<file path="src/rtl/alarm_trigger_ctrl.sv">
// rtl/alarm_trigger_ctrl.sv - alarm match trigger with ring/snooze/lockout FSM; snooze limit under ALARM_SNOOZE_LIMIT_EN
module alarm_trigger_ctrl #(
   parameter int RING_SECS   = 60,
   parameter int SNOOZE_SECS = 300,
   parameter int MAX_SNOOZE  = 3
) (
   input  logic       clk_out_seconds,
   input  logic       reset,
   input  logic       alarm_enable,
   input  logic [3:0] minutes_units,
   input  logic [2:0] minutes_tens,
   input  logic [3:0] hours_units,
   input  logic [1:0] hours_tens,
   input  logic [3:0] alarm_minutes_units,
   input  logic [2:0] alarm_minutes_tens,
   input  logic [3:0] alarm_hours_units,
   input  logic [1:0] alarm_hours_tens,
   input  logic       stop,
   input  logic       snooze,
   output logic       alarm_active,
   output logic       buzzer,
   output logic       alarm_led,
   output logic [1:0] state_dbg
);

   typedef enum logic [1:0] {
      IDLE    = 2'd0,
      RINGING = 2'd1,
      SNOOZE  = 2'd2,
      LOCKOUT = 2'd3
   } state_t;

   localparam logic [8:0] RING_LOAD   = 9'(RING_SECS - 1);
   localparam logic [8:0] SNOOZE_LOAD = 9'(SNOOZE_SECS - 1);

   state_t     state_q, state_d;
   logic [8:0] timer_q, timer_d;
   logic       match, match_q;
   // primed_q holds off triggering on the first edge after reset so a match
   // that is already held at release is sampled into match_q first
   logic       primed_q;
   logic       buzzer_q, buzzer_d;
   logic       alarm_active_q, alarm_active_d;
   logic       alarm_led_q, alarm_led_d;
   logic       trigger;

`ifdef ALARM_SNOOZE_LIMIT_EN
   localparam logic [7:0] SNOOZE_MAX = 8'(MAX_SNOOZE);
   logic [7:0] snooze_cnt_q, snooze_cnt_d;
`endif

   assign match = alarm_enable
                  && (minutes_units == alarm_minutes_units)
                  && (minutes_tens  == alarm_minutes_tens)
                  && (hours_units   == alarm_hours_units)
                  && (hours_tens    == alarm_hours_tens);

   assign trigger = match && !match_q && primed_q;

   // Next-state, timer and registered-output computation
   always_comb begin
      state_d  = state_q;
      timer_d  = timer_q;
      buzzer_d = 1'b0;
`ifdef ALARM_SNOOZE_LIMIT_EN
      snooze_cnt_d = snooze_cnt_q;
`endif
      if (!alarm_enable) begin
         state_d = IDLE;
         timer_d = '0;
`ifdef ALARM_SNOOZE_LIMIT_EN
         snooze_cnt_d = '0;
`endif
      end else begin
         case (state_q)
            IDLE: begin
               if (trigger) begin
                  state_d  = RINGING;
                  timer_d  = RING_LOAD;
                  buzzer_d = 1'b1;
`ifdef ALARM_SNOOZE_LIMIT_EN
                  snooze_cnt_d = '0;
`endif
               end
            end
            RINGING: begin
               if (stop) begin
                  state_d = LOCKOUT;
               end else if (snooze) begin
`ifdef ALARM_SNOOZE_LIMIT_EN
                  if (snooze_cnt_q >= SNOOZE_MAX) begin
                     state_d = LOCKOUT;
                  end else begin
                     state_d      = SNOOZE;
                     timer_d      = SNOOZE_LOAD;
                     snooze_cnt_d = snooze_cnt_q + 8'd1;
                  end
`else
                  state_d = SNOOZE;
                  timer_d = SNOOZE_LOAD;
`endif
               end else if (timer_q == '0) begin
                  state_d = LOCKOUT;
               end else begin
                  timer_d  = timer_q - 9'd1;
                  buzzer_d = ~buzzer_q;
               end
            end
            SNOOZE: begin
               if (stop) begin
                  state_d = LOCKOUT;
               end else if (timer_q == '0) begin
                  state_d  = RINGING;
                  timer_d  = RING_LOAD;
                  buzzer_d = 1'b1;
               end else begin
                  timer_d = timer_q - 9'd1;
               end
            end
            LOCKOUT: begin
               if (!match) state_d = IDLE;
            end
            default: state_d = IDLE;
         endcase
      end
      alarm_active_d = (state_d == RINGING) || (state_d == SNOOZE);
      alarm_led_d    = (state_d == RINGING);
   end

   // State, timer, match history and output registers
   always_ff @(posedge clk_out_seconds or negedge reset) begin
      if (!reset) begin
         state_q        <= IDLE;
         timer_q        <= '0;
         match_q        <= 1'b0;
         primed_q       <= 1'b0;
         buzzer_q       <= 1'b0;
         alarm_active_q <= 1'b0;
         alarm_led_q    <= 1'b0;
`ifdef ALARM_SNOOZE_LIMIT_EN
         snooze_cnt_q   <= '0;
`endif
      end else begin
         state_q        <= state_d;
         timer_q        <= timer_d;
         match_q        <= match;
         primed_q       <= 1'b1;
         buzzer_q       <= buzzer_d;
         alarm_active_q <= alarm_active_d;
         alarm_led_q    <= alarm_led_d;
`ifdef ALARM_SNOOZE_LIMIT_EN
         snooze_cnt_q   <= snooze_cnt_d;
`endif
      end
   end

   assign alarm_active = alarm_active_q;
   assign buzzer       = buzzer_q;
   assign alarm_led    = alarm_led_q;
   assign state_dbg    = state_q;

endmodule

</file>
<file path="config.mk">
export PLATFORM = sky130hd
export DESIGN_NAME = alarm_trigger_ctrl
export DESIGN_NICKNAME = d
export VERILOG_FILES = /design/src/rtl/alarm_trigger_ctrl.sv
export SDC_FILE = /design/constraint.sdc
export NUM_CORES = 1
export LEC_CHECK = 0
export ABC_AREA = 1
export BUFFER_PORTS_ARGS = -buffer_cell sky130_fd_sc_hd__buf_4
export CAP_MARGIN = 0
export CELL_PAD_IN_SITES_DETAIL_PLACEMENT = 1
export CELL_PAD_IN_SITES_GLOBAL_PLACEMENT = 2
export CORE_ASPECT_RATIO = 1.25
export CORE_MARGIN = 4
export CORE_UTILIZATION = 25
export DETAILED_ROUTE_END_ITERATION = 8
export GPL_ROUTABILITY_DRIVEN = 1
export GPL_TIMING_DRIVEN = 0
export PLACE_DENSITY = 0.73
export SYNTH_ARGS = -nofsm -noshare
export SYNTH_HDL_FRONTEND = slang
export SYNTH_SLANG_ARGS = --single-unit
</file>
<file path="constraint.sdc">
create_clock -name clk_out_seconds -period 2 [get_ports clk_out_seconds]
set_clock_uncertainty 0.15 [all_clocks]
set_input_delay 0.2 -clock clk_out_seconds [delete_from_list [all_inputs] [get_ports clk_out_seconds]]
set_output_delay 0.2 -clock clk_out_seconds [all_outputs]
set_load 0.01 [all_outputs]
</file>
==> impl_metrics.env <==
export IMPL_yosys_warnings=0
export IMPL_syn_area_mm2=0.00147
export IMPL_top_layer="met4"
export IMPL_hold_class="primary input to register"
export IMPL_fin_util_pct=37.6
export IMPL_place_hpwl_um=3350
export IMPL_status="completed"
export IMPL_rr_worst_depth=11
export IMPL_initial_utilization_pct=26.5
export IMPL_wire_per_inst_um=11.9
export IMPL_synth_area_per_cell_um2=6.13
export IMPL_dieHeight_um=93.7
export IMPL_start_kind="register"
export IMPL_async_flop_share_pct=100
export IMPL_powerDensity_mw_per_mm2=1010
export IMPL_slew_viol_final=0
export IMPL_synth_flop_cell="dfrtp_1"
export IMPL_min_from="stop"
export IMPL_min_period_ns=1.99
export IMPL_die_x_um=76.6
export IMPL_maxCapViolations=0
export IMPL_syn_inst=240
export IMPL_via_per_inst=4.58
export IMPL_firstDrtPassIters=3
export IMPL_path_clk_slew_ns=0.08
export IMPL_cts_max_path_buffers=2
export IMPL_antenna_cells=0
export IMPL_end_kind="register"
export IMPL_vias=1648
export IMPL_seq_area_um2=403
export IMPL_ctsHtreeMaxLevel=1
export IMPL_p_leak_nw=1.18
export IMPL_holdPathStages=4
export IMPL_ir_drop_v=0.000350
export IMPL_drc=0
export IMPL_layout_nets=335
export IMPL_crit_fanout=5
export IMPL_finalHoldViolCount=0
export IMPL_synth_seq_cells=16
export IMPL_rows=30
export IMPL_multi_input_area_um2=972
export IMPL_area_delta_synth_final_pct=42.0
export IMPL_cp_required_ns=2.01
export IMPL_grt_util_all_layers_pct=12.4
export IMPL_grt_pass1_wl_um=7320
export IMPL_fmax_mhz=503
export IMPL_arrival_ns=2.00
export IMPL_wl_met1_um=1720
export IMPL_grt_max_degree=17
export IMPL_cts_tree="built"
export IMPL_grt_overflow_total=0
export IMPL_wl_um=4270
export IMPL_rsz0062_at_grt="true"
export IMPL_cts_root_buf="clkbuf_8"
export IMPL_fp_dieArea_mm2=0.00718
export IMPL_cts_sinks=16
export IMPL_crit_path_start="timer_q[1]"
export IMPL_port_buffers=35
export IMPL_holdWs_ns=0.0907
export IMPL_wl_met2_um=2360
export IMPL_synth_edf_count=0
export IMPL_grt_pass1_vias=1679
export IMPL_core_mm2=0.00556
export IMPL_gp_congestion=0.744
export IMPL_fin_total_pwr_mw=2.11
export IMPL_drt_iter0_markers=37
export IMPL_antenna_found_initial=0
export IMPL_clk_latency_ns=0.26
export IMPL_syn_nets=278
export IMPL_synth_cell_types=22
export IMPL_detail_route_antenna_nets=0
export IMPL_min_period_over_period_pct=99.3
export IMPL_r2r_start="timer_q[1]"
export IMPL_setup_viol=0
export IMPL_drive_gt1_share_pct=28.7
export IMPL_pin_count=36
export IMPL_wl_met3_um=158
export IMPL_cts_inserted_buffers=3
export IMPL_nFillCells=757
export IMPL_critPathKind="register to register"
export IMPL_yosysSeqAreaShare_pct=27.2
==> state kept, by name (all words and copies together) (netlist names) <==
register      count
timer_q           9
state_dbg         2
alarm_active      1
buzzer            1
primed_q          1
alarm_led         1
match_q           1
==> area by class of cell <==
cell class / instances / area share [%]
multi-input cells: 178 / 46.6
repair buffers: 52 / 19.4
flip-flops and latches: 16 / 19.3
inverters: 46 / 8.27
well taps: 64 / 3.83
clock buffers: 4 / 2.64
==> synth_stat cells (2+ instances only) <==
cell,number,area [um2]
dfrtp_1,16,400
nand2_4,4,45.0
nand3b_1,2,15.0
nor2_1,33,124
nand3_1,24,120
or2_2,4,25.0
inv_1,45,169
xnor2_1,2,17.5
a21oi_1,12,60.1
o21ai_0,5,25.0
nand2_1,75,282
nor3_1,2,10.0
ha_1,7,87.6
==> report_power, final <==
group	switching [mW]	leakage, nW	internal [mW]
clock	0.135	0.0288	0.175
sequential	0.0772	0.208	0.404
combinational	0.728	0.939	0.595
==> cells in the final DEF (no fill, tap or decap), types with 4 or more instances in the layout <==
master / Yosys / layout
nand2_1: 75 / 72
buf_4: 0 / 50
clkbuf_8: 0 / 4
inv_2: 0 / 5
a21oi_1: 12 / 11
o21ai_0: 5 / 4
or2_2: 4 / 4
nand2_2: 1 / 4
dfrtp_1: 16 / 14
inv_1: 45 / 40
nand3_1: 24 / 23
nor2_1: 33 / 31
==> metal layers <==
metal / track usage [%] / vias up
met5: 0 / -
met4: 2.72 / 0
met3: 1.63 / 4
met2: 25.4 / 25
met1: 13.2 / 776
li1: - / 843
==> timing repair <==
action                     CTS  global route
buffers inserted             5            11
setup endpoints to repair   12             3
hold endpoints to repair    16             0
hold buffers                 1             0
resized for setup           12            11
pin swaps                    1             6
==> cells by family (layout without fill, tap and decap cells) <==
| logic type | count (synthesis) | in the layout | synth area share (%) |
|---|---|---|---|
| AOI/OAI and AO/OA | 19 | 19 | 7.40 |
| xor gates and xnor gates | 3 | 3 | 1.79 |
| adders and majority gates | 7 | 7 | 5.96 |
| buffers and inverters | 46 | 102 | 11.7 |
| DFF | 16 | 16 | 27.2 |
| other | 1 | 1 | 0.255 |
| and+or+nand+nor | 148 | 148 | 45.6 |
==> path summary, 6_finish.rpt <==
| check | end | slack, ns |
|---|---|---|
| worst max-delay path | alarm_active | 0.01 |
| worst min-delay path | buzzer | 0.09 |
| worst max register to register | alarm_active | 0.01 |
| worst min register to register | timer_q[8] | 0.33 |
| max in group asynchronous | state_dbg[0] | 1.30 |
| min in group asynchronous | buzzer | 0.19 |
==> stage by stage <==
step                      instances  setup WS, ns  cell area [um2]  TNS (ns)
after floorplan                 240       0.00105             1470         0
after global placement          339        -0.345             1810     -1.96
after detailed placement        339        -0.331             1810     -1.82
after CTS                       349       0.00314             1960         0
after global routing            360       -0.0994             2090    -0.114
final                           360        0.0132             2090         0
==> worst max-delay path, cell delays in order, from the launching register on <==
cell and delay (ns):
dfrtp_1 0.42, inv_2 0.08, ha_4 0.15, nand3_4 0.11
nor2_8 0.17, nand3_2 0.09, nand3_1 0.10, nand2_1 0.10
nand3_1 0.08, nand3_1 0.11, ha_1 0.30, inv_1 0.03
(Power assumes the default switching activity.)
